[src/rtl/hamming_pkg.sv]
// Shared definitions for the Hamming SECDED codec: status codes, the
// width derivations and the payload-bit to codeword-position mapping.
package hamming_pkg;

  localparam logic [1:0] STATUS_CLEAN  = 2'b00;
  localparam logic [1:0] STATUS_CORR   = 2'b01;
  localparam logic [1:0] STATUS_UNCORR = 2'b10;

  // Smallest p with 2^p >= data_w + p + 1.
  function automatic int calc_par_w(input int data_w);
    int p;
    p = 1;
    while ((1 << p) < data_w + p + 1) p++;
    return p;
  endfunction

  // Hamming positions 1..N plus the overall parity bit at index 0.
  function automatic int calc_code_w(input int data_w);
    return data_w + calc_par_w(data_w) + 1;
  endfunction

  // Codeword position of payload bit idx: payload fills the
  // non-power-of-two positions in ascending order, LSB first.
  function automatic int data_pos(input int idx);
    int n;
    int pos;
    n   = 0;
    pos = 0;
    for (int p = 1; p < 64; p++) begin
      if ((p & (p - 1)) != 0) begin
        if (n == idx && pos == 0) pos = p;
        n++;
      end
    end
    return pos;
  endfunction

endpackage

[src/rtl/hamming_secded_core.sv]
// Purely combinational SECDED datapath: encodes a payload or decodes,
// classifies and (where possible) corrects a received codeword.
module hamming_secded_core
  import hamming_pkg::*;
#(
  parameter  int DATA_W = 8,
  localparam int PAR_W  = calc_par_w(DATA_W),
  localparam int CODE_W = calc_code_w(DATA_W)
) (
  input  logic              mode,
  input  logic [CODE_W-1:0] code_in,
  output logic [CODE_W-1:0] result,
  output logic [1:0]        status,
  output logic [PAR_W-1:0]  syndrome
);

  logic [CODE_W-1:0] enc;
  logic [CODE_W-1:0] fixed;
  logic [PAR_W-1:0]  syn;
  logic              par_all;
  logic [1:0]        dec_status;
  logic [DATA_W-1:0] payload;

  // Encoder: scatter payload, then fill each power-of-two parity position.
  always_comb begin
    // NOTE: every variable gets a default before any branch or loop so no
    // path can leave it unassigned, which would infer a latch.
    enc = '0;
    for (int i = 0; i < DATA_W; i++) begin
      enc[data_pos(i)] = code_in[i];
    end
    for (int k = 0; k < PAR_W; k++) begin
      for (int pos = 1; pos < CODE_W; pos++) begin
        if ((((pos >> k) & 1) != 0) && (pos != (1 << k))) begin
          enc[1 << k] = enc[1 << k] ^ enc[pos];
        end
      end
    end
    enc[0] = ^enc[CODE_W-1:1];
  end

  // Decoder: syndrome and overall parity, then classify and correct.
  always_comb begin
    syn = '0;
    for (int pos = 1; pos < CODE_W; pos++) begin
      if (code_in[pos]) syn = syn ^ PAR_W'(pos);
    end
    par_all    = ^code_in;
    fixed      = code_in;
    dec_status = STATUS_CLEAN;
    if (par_all) begin
      // An odd error count pointing inside the word is a single-bit error;
      // syndrome 0 means the overall parity bit itself flipped.
      if (int'(syn) < CODE_W) begin
        dec_status = STATUS_CORR;
        for (int pos = 0; pos < CODE_W; pos++) begin
          if (PAR_W'(pos) == syn) fixed[pos] = ~fixed[pos];
        end
      end else begin
        dec_status = STATUS_UNCORR;
      end
    end else if (syn != '0) begin
      dec_status = STATUS_UNCORR;
    end
    payload = '0;
    for (int i = 0; i < DATA_W; i++) begin
      payload[i] = fixed[data_pos(i)];
    end
  end

  // Result select: encode beats report clean status and zero syndrome.
  always_comb begin
    result   = enc;
    status   = STATUS_CLEAN;
    syndrome = '0;
    if (mode) begin
      result   = CODE_W'(payload);
      status   = dec_status;
      syndrome = syn;
    end
  end

endmodule

[src/rtl/hamming_secded_codec.sv]
// Hamming SECDED encoder/decoder with a single valid/ready output register
// stage and saturating counters of corrected and uncorrectable results.
module hamming_secded_codec
  import hamming_pkg::*;
#(
  parameter  int DATA_W = 8,
  parameter  int CNT_W  = 8,
  localparam int PAR_W  = calc_par_w(DATA_W),
  localparam int CODE_W = calc_code_w(DATA_W)
) (
  input  logic              clk,
  input  logic              rst_n,
  input  logic              in_valid,
  output logic              in_ready,
  input  logic              in_mode,
  input  logic [CODE_W-1:0] in_data,
  output logic              out_valid,
  input  logic              out_ready,
  output logic [CODE_W-1:0] out_data,
  output logic [1:0]        out_status,
  output logic [PAR_W-1:0]  out_syndrome,
  input  logic              cnt_clr,
  output logic [CNT_W-1:0]  cnt_corr,
  output logic [CNT_W-1:0]  cnt_uncorr
);

  logic [CODE_W-1:0] core_data;
  logic [1:0]        core_status;
  logic [PAR_W-1:0]  core_syndrome;
  logic              accept;

  hamming_secded_core #(
    .DATA_W (DATA_W)
  ) u_core (
    .mode     (in_mode),
    .code_in  (in_data),
    .result   (core_data),
    .status   (core_status),
    .syndrome (core_syndrome)
  );

  // The register may refill in the same cycle it drains, so a stream runs
  // without bubbles.
  assign in_ready = !out_valid || out_ready;
  assign accept   = in_valid && in_ready;

  // Output register: load on accept, drop valid once drained, hold otherwise.
  always_ff @(posedge clk or negedge rst_n) begin
    if (!rst_n) begin
      // NOTE: the datapath fields are reset as well because they must read
      // zero while reset is held; a plain data pipeline would skip this.
      out_valid    <= 1'b0;
      out_data     <= '0;
      out_status   <= STATUS_CLEAN;
      out_syndrome <= '0;
    end else if (accept) begin
      // NOTE: non-blocking assignments so every register samples the values
      // that existed before the edge, independent of statement order.
      out_valid    <= 1'b1;
      out_data     <= core_data;
      out_status   <= core_status;
      out_syndrome <= core_syndrome;
    end else if (out_ready) begin
      out_valid    <= 1'b0;
    end
  end

  // Saturating error counters; a clear in the same cycle beats an increment.
  always_ff @(posedge clk or negedge rst_n) begin
    if (!rst_n) begin
      cnt_corr   <= '0;
      cnt_uncorr <= '0;
    end else if (cnt_clr) begin
      cnt_corr   <= '0;
      cnt_uncorr <= '0;
    end else if (accept) begin
      if (core_status == STATUS_CORR && cnt_corr != '1) begin
        cnt_corr <= cnt_corr + CNT_W'(1);
      end
      if (core_status == STATUS_UNCORR && cnt_uncorr != '1) begin
        cnt_uncorr <= cnt_uncorr + CNT_W'(1);
      end
    end
  end

endmodule

[config.mk]
export PLATFORM = sky130hd
export DESIGN_NAME = hamming_secded_codec
export DESIGN_NICKNAME = d
export VERILOG_FILES = /design/src/rtl/hamming_pkg.sv /design/src/rtl/hamming_secded_core.sv /design/src/rtl/hamming_secded_codec.sv
export SDC_FILE = /design/constraint.sdc
export NUM_CORES = 1
export LEC_CHECK = 0
export ABC_CLOCK_PERIOD_IN_PS = 4900
export CAP_MARGIN = 15
export CORE_MARGIN = 2
export CORE_UTILIZATION = 54
export DETAILED_ROUTE_END_ITERATION = 10
export PLACE_DENSITY = 0.86
export SLEW_MARGIN = 10
export SYNTH_ARGS = -nofsm -noshare
export SYNTH_HDL_FRONTEND = slang
export SYNTH_SLANG_ARGS = --single-unit
[constraint.sdc]
create_clock -name clk -period 4.9 [get_ports clk]
set_input_delay 1.47 -clock clk [delete_from_list [all_inputs] [get_ports clk]]
set_output_delay 1.47 -clock clk [all_outputs]
set_load 0.05 [all_outputs]
* Word level (Yosys, flattened, before mapping) *
Cells that the tools add are included.

word-level totals
  flip-flop bits (word level) = 36
  input port bits = 19
  output and inout bits = 37
  logic and storage cells = 119

cells by class
  $add $sub $neg = 2
  order comparisons = 1
  equality and inequality tests = 16
  mux-type cells = 41
  bitwise operators = 38
  reductions and logical operators = 15

operator list
  kind                                                            count
  8-bit two-way mux                                               6
  13-bit two-way mux                                              3
  4-bit two-way mux                                               6
  4-bit == test, first input constant                             5
  8-bit by 1-bit adder with 8-bit output, second input constant   2
  3-bit by 4-bit == test with 1-bit output, first input constant  4
  1-bit two-way mux                                               16
  8-bit != test, second input constant                            2
  1-bit XOR                                                       14
  1-bit NOT                                                       13
  13-bit XOR reduction                                            1
  2-bit two-way mux                                               6
  3-bit two-way mux                                               4
  2-bit NOT                                                       6
  12-bit XOR reduction                                            1
  2-bit by 4-bit == test with 1-bit output, first input constant  2
  2-bit nonzero test                                              4
  3-bit NOT                                                       2
  1-bit by 4-bit == test with 1-bit output, first input constant  1
  4-bit zero test                                                 1
  4-bit less-than comparator, second input constant               1
  2-bit AND reduction                                             2
  4-bit nonzero test                                              1
  1-bit logical AND                                               3
  other kinds (5)                                                 7

* Logic depth before layout (Yosys ltp) *
  depth after elaboration = 29
  depth in mapped cells = 8

* Hierarchy *
From an unflattened synthesis, not the netlist that was laid out.

unflattened totals
  cells, all modules = 251
  area total of the unflattened synthesis = 2497.4 sq um

by module, submodules not included
  module                times used  cells an instance  area an instance (sq um)
  hamming_secded_codec  1           140                1706.6
  hamming_secded_core   1           111                790.8

* Worst setup path before layout *
OpenSTA, ideal clock, no wires.

  path type = input to register
  from = input port in_data[12]
  to = register cnt_corr[6]
  data arrival time = 3371 ps
  path slack = 1401 ps
  stages = 8
  cell sequence = buf_2 inv_1 xnor3_2 xnor3_1 nor2_2 nand2_1 nor3_1 mux2_1

on the way
  longest elaborated chain between the ends = 9
  elaborated cells on any way between the ends = 12
  classes of those cells = order compare: 1; eq/ne: 1; mux: 5; reduce/logical: 5

ends and longest elaborated chain
  item                                                                     line                                                  RTL
  start: declaration                                                       hamming_secded_codec.sv:16                            input logic [CODE_W-1:0] in_data,
  4-bit two-way mux                                                        hamming_secded_core.sv:46                             if (code_in[pos]) syn = syn ^ PAR_W'(pos);
  4-bit less-than comparator / 4-bit nonzero test (equally long branches)  hamming_secded_core.sv:54, hamming_secded_core.sv:62
  2-bit two-way mux (on tied branches)                                     hamming_secded_core.sv:54, hamming_secded_core.sv:62
  2-bit two-way mux *                                                      hamming_secded_core.sv:51                             if (par_all) begin
  2-bit two-way mux *                                                      hamming_secded_core.sv:76                             if (mode) begin
  2-bit by 1-bit == test with 1-bit output *                               hamming_secded_codec.sv:77                            if (core_status == STATUS_CORR && cnt_corr != '1) begin
  1-bit logical AND *                                                      hamming_secded_codec.sv:77
  2-bit nonzero test (no line) *                                           --
  2-bit AND reduction (no line) *                                          --
  end signal: assignment                                                   hamming_secded_codec.sv:78                            cnt_corr <= cnt_corr + CNT_W'(1);
  end: declaration                                                         hamming_secded_codec.sv:23                            output logic [CNT_W-1:0] cnt_corr,

Every way passes the cells marked *; elsewhere a longest branch is shown, timed or not.
A chain may end at the register's enable or synchronous reset.

* Worst setup path after layout *
  from = input port out_ready
  to = output port in_ready

on the way
  longest elaborated chain between the ends = 1

ends and longest elaborated chain
  item                line                        RTL
  start: declaration  hamming_secded_codec.sv:18  input logic out_ready,
  1-bit logical OR    hamming_secded_codec.sv:44  assign in_ready = !out_valid || out_ready;
  end: declaration    hamming_secded_codec.sv:14  output logic in_ready,

No other way between the ends.

==> reports/results.ini <==
[clock_network]
postCtsHoldBufs = 0
cts_sinks = 36
cts_tree = done
clk_pin_slew_ns = 0.07
cts_root_buf = clkbuf_8
cts_made_buffers = 5
cts_setup_buffers = 0
htreeDepth = 2
cts_resized = 0
clock_latency_ns = 0.29
clockBufferDepth = 2

[critical_path]
criticalPathCategory = in2out
cp_slowest_cell = clkdlybuf4s50_1
ff2ff_setup_slack_ns = 2.57
cp_data_required_time_ns = 3.43
cp_common_cell = clkdlybuf4s50_1
path_cells = clkdlybuf4s50_1, nand2b_1, clkdlybuf4s50_1
cp_max_fo = 5
cp-end-kind = output port
cp-start-kind = primary input
cp.arrival_ns = 2.91
max_stage_delay_ns = 0.83

[global_route]
top_usage_layer = met2
grtUsageMet2_pct = 38.0
grt_pass1_vias = 1903
antenna_found_initial = 0
grt_util_met1_pct = 29.0
grt_overflow = 0
grt_pass1_wl_mm = 8.97
grt_max_degree = 37
met3_usage_pct = 6.06
grt_usage_pct = 23.0

[yosys]
ys_seq_area_share_pct = 38.4
synth_top_family_by_area = XOR/XNOR gates
synth-edff-count = 0
syn_area_um2 = 2350
synthTopCellsByArea = dfrtp_1 38%, xnor2_1 6.3%, a21oi_1 4.5%
ys_top_cells_by_count = 36 x dfrtp_1, 25 x nand2_1, 21 x a21oi_1, 17 x xnor2_1, 13 x nor2_1
async_flop_share_pct = 100
yosysWarnings = 0
synth_compound_area_share_pct = 16.4
synth_mux_area_share_pct = 2.24
synth-seq-cells = 36
synth-xor-area-share_pct = 20.4
syn_inst = 238
synth_simple_gate_area_share_pct = 19.4
postSynthNetCount = 259
ys.flop_type = dfrtp_1
synth.avg_cell_area_um2 = 9.87
yosys.cell_count.top_type = dfrtp_1
netlist.area_leader.share_pct = 38.4
yosys.area.top_type = dfrtp_1
synth.distinct_cells = 49
synthAdderAreaFrac_pct = 1.07

[layout]
multi_input_area_um2 = 1400
layout-drive-gt1-share_pct = 8.84
syn_to_final_growth_pct = 28.4
seqCellArea_um2 = 901
antennaDiodeCount = 0
final_nets = 315
final_area_um2 = 3020
fillCellCount = 313
utilization_pct = 73.8

[placement]
gp_congestion = 0.819
port_buffers = 55
dpl_cell_area_um2 = 2940
dp_worst_setup_slack_ns = 0.522
hpwl_mm = 3.89

[floorplanning]
coreArea_um2 = 4090
die_h_um = 69.9
die-area_um2 = 4890
die_w_um = 69.9
row_count = 23
start_util_pct = 57.5
io_pins = 56

[detailed_routing]
wire_per_inst_um = 15.5
drt-total-wl_mm = 5.35
ant_nets = 0
routed_via_density = 5.67
drc = 0
drtPass1Iterations = 4
dr_total_vias = 1952
drt-initial-drc-count = 79

[sta]
max_slew_margin_pct = 45.7
fin_crit_ns = 4.38
worst_pin_slew_ns = 0.814
fin_ws_ns = 0.516
rsz0062_at_grt = false
setup_viol = 0
max_freq_ghz = 0.228
fin_tns_setup_ns = 0
fin_crit_sh_pct = 89.5
finClkSkew_ns = 0.00526
hold_viol_final = 0
slew_viol_final = 0

[pwr]
p_leak_uw = 0.00126
power.density_nw_per_um2 = 329
vdd_drop_max_mv = 0.165

[job]
max_cap_viol_count = 0

[outcome]
outcome = finished clean

[worst_hold_path]
hold_path.class = reg2reg

[critical path, delay by kind of cell]
family	cells	cell delay (ns)
buffers and inverters	2	1.27
and+or+nand+nor	1	0.17
[report_power, final]
group / internal, uW / switching, uW / total (uW)
sequential: 329 / 18.8 / 348
clock: 96.7 / 108 / 205
combinational: 166 / 273 / 439
[cells by family after synthesis]
| group | count (synthesis) |
|---|---|
| buf+inv | 13 |
| compound gates | 56 |
| fa+ha+maj | 2 |
| mux | 5 |
| xor+xnor | 40 |
| flops | 36 |
| simple gates | 86 |
[stage by stage]
step	hold WS, ns	total power (uW)	std cells
after CTS	0.472	997	344
after floorplan	0.740	662	238
after detailed placement	0.456	794	337
final	0.467	992	344
after global placement	0.451	784	337
after global routing	0.506	1040	344
[worst paths after layout]
kind	cells past startpoint	start	to
setup / recovery	3	out_ready	in_ready
hold / removal	2	out_data[11]	out_data[11]
setup reg to reg	7	out_valid	cnt_corr[6]
hold reg to reg	2	out_data[11]	out_data[11]
max in group asynchronous	1	rst_n	cnt_corr[6]
min in group asynchronous	1	rst_n	out_valid
[metal layers]
metal  up-vias  share of wire, %
li1        959                 -
met1       920                44
met2        66                48
met3         7               6.6
met4         0               1.4
met5         -                 0
[state kept, by name, indices dropped and copies added (netlist names)]
signal	count
out_status	2
cnt_corr	8
out_valid	1
cnt_uncorr	8
out_syndrome	4
out_data	13
[placed cells by master (no fill, tap or decap), drive strengths merged, types with 5 or more instances in the layout]
cell type      count
o21ai             14
nand2b             5
xnor2             23
clkdlybuf4s50     54
xor2              12
or3                5
a21oi             21
a21o               5
nand2             25
nor3               5
dfrtp             36
clkbuf             6
nand3              9
nor2              15
inv                5
[cell type report]
| cell class | count | area share (%) |
|---|---|---|
| well taps | 50 | 2.07 |
| multi-input cells | 189 | 46.3 |
| inverters | 5 | 0.622 |
| clock inverters | 1 | 0.166 |
| clock buffers | 6 | 2.41 |
| flip-flops and latches | 36 | 29.9 |
| repair buffers | 57 | 18.6 |
No activity file was read; power rests on OpenSTA's default activity.
